File: src/rtl/layered_substance_painter.sv
// Two-stage pixel compositor: priority layer select with frame-synchronous
// blinking, then dimming and blanking into the registered VGA colour outputs.
module layered_substance_painter #(
  parameter int unsigned LAYERS       = 4,
  parameter int unsigned CW           = 4,
  parameter int unsigned BLINK_FRAMES = 16
) (
  input  logic                           clk,
  input  logic                           reset,
  input  logic [LAYERS-1:0][2:0][CW-1:0] layer_color,
  input  logic [LAYERS-1:0]              layer_transparency,
  input  logic [2:0][CW-1:0]             bg_color,
  input  logic                           draw,
  input  logic                           frame_start,
  input  logic [LAYERS-1:0]              blink_mask,
  input  logic [1:0]                     dim,
  output logic [CW-1:0]                  red,
  output logic [CW-1:0]                  green,
  output logic [CW-1:0]                  blue,
  output logic                           draw_out
);

  // A single-frame period still needs a one-bit counter that never leaves 0.
  localparam int unsigned FW    = (BLINK_FRAMES > 1) ? $clog2(BLINK_FRAMES) : 1;
  localparam logic [FW-1:0] FLAST = FW'(BLINK_FRAMES - 1);

  logic [FW-1:0]      fcnt_q, fcnt_d;
  logic               blink_off_q, blink_off_d;
  logic [LAYERS-1:0]  eff_t;
  logic               found;
  logic [2:0][CW-1:0] s1_color_q, s1_color_d;
  logic               s1_draw_q, s1_draw_d;
  logic [2:0][CW-1:0] out_color_q, out_color_d;
  logic               draw_out_q, draw_out_d;

  always_comb begin
    fcnt_d      = fcnt_q;
    blink_off_d = blink_off_q;
    if (frame_start) begin
      if (fcnt_q == FLAST) begin
        fcnt_d      = '0;
        blink_off_d = ~blink_off_q;
      end else begin
        fcnt_d = fcnt_q + 1'b1;
      end
    end
  end

  always_comb begin
    eff_t      = layer_transparency | (blink_mask & {LAYERS{blink_off_q}});
    s1_color_d = bg_color;
    found      = 1'b0;
    for (int unsigned i = 0; i < LAYERS; i++) begin
      if (!eff_t[i] && !found) begin
        s1_color_d = layer_color[i];
        found      = 1'b1;
      end
    end
    s1_draw_d = draw;
  end

  always_comb begin
    out_color_d = '0;
    for (int unsigned c = 0; c < 3; c++) begin
      out_color_d[c] = s1_draw_q ? (s1_color_q[c] >> dim) : '0;
    end
    draw_out_d = s1_draw_q;
  end

  always_ff @(posedge clk) begin
    if (reset) begin
      fcnt_q      <= '0;
      blink_off_q <= 1'b0;
      s1_color_q  <= '0;
      s1_draw_q   <= 1'b0;
      out_color_q <= '0;
      draw_out_q  <= 1'b0;
    end else begin
      fcnt_q      <= fcnt_d;
      blink_off_q <= blink_off_d;
      s1_color_q  <= s1_color_d;
      s1_draw_q   <= s1_draw_d;
      out_color_q <= out_color_d;
      draw_out_q  <= draw_out_d;
    end
  end

  assign red      = out_color_q[0];
  assign green    = out_color_q[1];
  assign blue     = out_color_q[2];
  assign draw_out = draw_out_q;

endmodule

File: config.mk
export PLATFORM = sky130hd
export DESIGN_NAME = layered_substance_painter
export DESIGN_NICKNAME = d
export VERILOG_FILES = /design/src/rtl/layered_substance_painter.sv
export SDC_FILE = /design/constraint.sdc
export NUM_CORES = 1
export LEC_CHECK = 0
export ABC_AREA = 0
export BUFFER_PORTS_ARGS = -buffer_cell sky130_fd_sc_hd__buf_4
export CORE_ASPECT_RATIO = 0.6
export CORE_MARGIN = 2
export CORE_UTILIZATION = 39
export DETAILED_ROUTE_END_ITERATION = 16
export GPL_TIMING_DRIVEN = 0
export PLACE_DENSITY_LB_ADDON = 0.2
export SLEW_MARGIN = 20
export SYNTH_ARGS = -nofsm -noshare
export SYNTH_HDL_FRONTEND = slang
export SYNTH_SLANG_ARGS = --single-unit
File: constraint.sdc
create_clock -name clk -period 1.2 [get_ports clk]
set_input_delay 0.06 -clock clk [delete_from_list [all_inputs] [get_ports clk]]
set_output_delay 0.06 -clock clk [all_outputs]
set_load 0.02 [all_outputs]
* Yosys cells after proc, flatten, opt, wreduce, memory -nomap -nowiden
Index checks and enable logic that the tools add are counted.
** Storage, ports and cells
- Register bits after elaboration :: 31
- Input bits :: 74
- Output and inout bits :: 13
** Operators by class
- $add $sub $neg :: 1
- Equality and inequality tests :: 1
- Shift-type cells :: 3
- Mux-type cells :: 8
- Bitwise operators :: 4
- Reduce and logical (&&, ||, !) cells :: 10
** Operators by type and width (number)
- $mux W12 :: 4
- $shr A4 B2 Y4 :: 3
- $logic_not A1 Y1 :: 5
- $add A4 B1 Y4 const B :: 1
- $and A4 B4 Y4 :: 1
- $eq A4 B4 Y1 const B :: 1
- $mux W4 :: 1
- $or A4 B4 Y4 :: 1
- $logic_and A1 B1 Y1 :: 3
- $mux W1 :: 3
- $not A1 Y1 :: 2
- $reduce_and A2 Y1 :: 1
- $reduce_or A2 Y1 :: 1

* Logic depth before layout (Yosys ltp)
- Depth after elaboration :: 11
- Gate-level depth with buffers :: 6

* Least setup slack after synthesis
No wires, ideal clock.
- Path type :: reg-to-reg
- Start :: register blink_off_q
- End :: register s1_color_q[0] in the netlist's numbering
- Setup time :: 0.123 ns
- Arrival :: 1.181 ns
- Data required time :: 1.077 ns
- Path slack :: -0.104 ns
- Cell stages (with the launch flop) :: 7
- Buffers on the path :: 2
- Cell sequence :: dfxtp_1 > buf_6 > a21o_4 > and2_4 > buf_6 > a222oi_1 > o2bb2ai_1
** On the way
- Longest elaborated chain between the ends :: 11
- Elaborated cells on any way between the ends :: 17
- Those cells by class :: mux (7); bitwise (2); reduce/logical (8)
** RTL lines
- start: declaration :: line 28 : logic blink_off_q, blink_off_d;
- start signal: assignment :: line 80 : blink_off_q <= blink_off_d;
- $and A4 B4 Y4 (*) :: line 50 : eff_t = layer_transparency | (blink_mask & {LAYERS{blink_off_q}});
- $or A4 B4 Y4 (*) :: line 50
- $logic_not A1 Y1 :: line 54 : if (!eff_t[i] && !found) begin
- $logic_and A1 B1 Y1 :: line 54
- $mux W1 :: line 54
- $logic_not A1 Y1 :: line 54
- $logic_and A1 B1 Y1 :: line 54
- $mux W1 :: line 54
- $logic_not A1 Y1 :: line 54
- $logic_and A1 B1 Y1 :: line 54
- $mux W12 (*) :: line 54
- end signal: assignment :: line 81 : s1_color_q <= s1_color_d;
- end: declaration :: line 31 : logic [2:0][CW-1:0] s1_color_q, s1_color_d;
Mark *: on every way between the ends. The rest lies on a longest branch, timed or not.
A chain may end at the register's enable or synchronous reset.

* Worst setup path after layout
- Start :: register blink_off_q
- End :: register s1_color_q[7] in the netlist's numbering
Same word-level chain as after synthesis.

==> metrics <==
Mapped Area 1520 sq um; Congestion Overflow GR 0; CTS buffer count 5; Final TNS setup -2.91 ns; Mean Syn Cell Area 9.70 sq um; outcome complete, but fails checks; Setup WS pre-CTS -0.274 ns; Critical Path RT 1.34 ns; FF-to-FF path depth 5; Slew @ Worst Pin 0.503 ns; hold path endpoint draw_out_d; die span in y 52.4 um; Die ar. 4440 sq um; drt total wl 4260 um; endpoints failing setup 12; GRT Total Usage 0.194; PwrDens 1050 nW/um^2; placed inst area 2230 sq um; final worst-path cycle share 1.27; detailed-route DRC error count 0; placed cell count 289; Clock transition at path regs 0.06 ns; Final Hold Slack 0.00728 ns; R2R Setup Slk -0.32 ns; gpl congestion 0.839; share of cells above drive strength 1 0.442; CP Buf/Inv Count 1; Post-Syn Nets 232; most frequent cells in the layout buf_4 (88), dfxtp_1 (30), a222oi_1 (12), o2bb2ai_1 (12); largest net degree at the start of global routing 11; Worst Setup End Kind register; die width 84.7 um; total core area 3700 sq um; clock root cell clkbuf_8; crit path cell chain a21o_4 -> buf_6 -> or2b_1 -> a222oi_1 -> o2bb2ai_1; commonest non-fill, non-tap cell in the layout buf_4; worst vdd ir 0.913 mV; yosys warns 0; Skew-Pair Late Insertion Delay 0.28 ns; reg2reg end s1_color_q[7]; post-route ant nets 0; design area 2510 sq um; Layout area overhead 65.1%; vias per cell 5.06; fmax 658 MHz; Worst EP arrival 1.66 ns; RSZ-0062 raised after global routing yes; violated checks setup timing; ANT cells 0; CP max-delay cell dfxtp_4; CTS tree yes; clk buf depth 2; final core utilization 0.679; max cap viols 0; # H-tree levels 2; Pwr Total 2.63 mW; via count 1578; Final #Nets 339; Layout Cells excl Fill 312; vias in the first global route 1475; initial antenna violation count 0; crit path kind reg2reg; PortBufs 85; Leakage 1.11 nW; #FFs+latches synth 31; worst-path maximum fanout 6; WHS Path Cells 2; Final Skew 0.00528 ns; Max Slew Vio Count 0; Initial Utilization 0.411; Worst Hold Class in2reg; number of library cell types mapped by synthesis 33; CTS sink cnt 31; Critical Path Source Type register; final hold viol count 0; Setup crit start blink_off_q; R2R Path Start blink_off_q; Top Family by Delay on Critical Path compound AO/OA/AOI/OAI gates; first-pass GRT wire length 6630 um; DRT iter0 DRCs 69; # IOs 87; drt pass-1 iters 4; Syn Inst Count 157; Slew HR 0.665; WL per Instance 13.7 um; row count 17; Critical Path Max Stage Delay 0.40 ns; post-DP HPWL 3150 um; post-route setup slack -0.320 ns; register area share after synthesis 0.408; hold_sp draw; min Tclk post-route 1.52 ns
-- cell usage after synthesis, drive strengths merged --
master   number  area (sq um)
mux2i         7          70.1
nand2         5          18.8
a41oi         1          16.3
buf           9          67.6
a21o          2          30.0
a21oi         7          38.8
or2b         10          75.1
o2bb2ai      12           105
mux2          1          11.3
a222oi       12           120
nand4         2          12.5
nor3          4          20.0
o21ai        13          65.1
inv           1          3.75
clkbuf        3          11.3
a211oi        7          57.6
nor2b         5          31.3
dfxtp        31           621
and2          4          27.5
nand2b        3          18.8
or3           1          6.26
xor2          2          17.5
o22a          2          17.5
ha            1          12.5
nand3         2          10.0
nor2         10          37.5
-- state kept, by name, summed over array words and instances, names as in the netlist --
name	flops
draw_out_d	1
red	4
blink_off_q	1
fcnt_q	4
green	4
draw_out	1
blue	4
s1_color_q	12
-- logic make-up after synthesis --
family                   share of synthesized area
buffers and inverters                       0.0542
flip-flops                                   0.408
adder cells (fa/ha/maj)                    0.00822
AND/OR/NAND/NOR                              0.169
multiplexers                                0.0534
AO/OA/AOI/OAI                                0.296
XOR/XNOR                                    0.0115
-- worst max path at each step --
stage / endpoint / slack (ns) / cells after the start
5_1_grt: s1_color_q[7] / -0.40 / 5
4_1_cts: s1_color_q[11] / -0.25 / 5
3_3_place_gp: s1_color_q[4] / -0.28 / 6
6_report: s1_color_q[7] / -0.32 / 5
3_5_place_dp: s1_color_q[11] / -0.27 / 6
2_1_floorplan: s1_color_q[10] / -0.09 / 6
-- power by group --
group,switching (mW),internal [mW],total [mW]
logic,0.202,0.308,0.509
clock network,0.353,0.670,1.02
registers,0.0237,1.07,1.10
total,0.578,2.05,2.63
-- layout make-up --
cell class	count	area (sq um)
fill	318	1190
sequential	31	624
clock buffer	6	82.6
buffer	10	65.1
inverter	1	3.75
multi-input combinational	113	845
clock inverter	2	35.0
timing repair buffer	102	800
tap	47	58.8
-- routing by layer --
| layer | up-vias | GRT usage | share of wire |
|---|---|---|---|
| li1 | 811 | - | - |
| met1 | 693 | 0.253 | 0.46 |
| met2 | 68 | 0.297 | 0.44 |
| met3 | 6 | 0.0598 | 0.085 |
| met4 | 0 | 0.0899 | 0.015 |
| met5 | - | 0 | 0 |
-- what timing repair did --
item                       CTS  global route
hold endpoints to repair    10             0
pin swaps                   12            11
gates resized for setup      5             8
hold buffers                10             0
setup endpoints to repair   12            12
setup buffers                3             2
gates cloned                 2             0
Note: power is estimated with default switching activity, not from simulation.
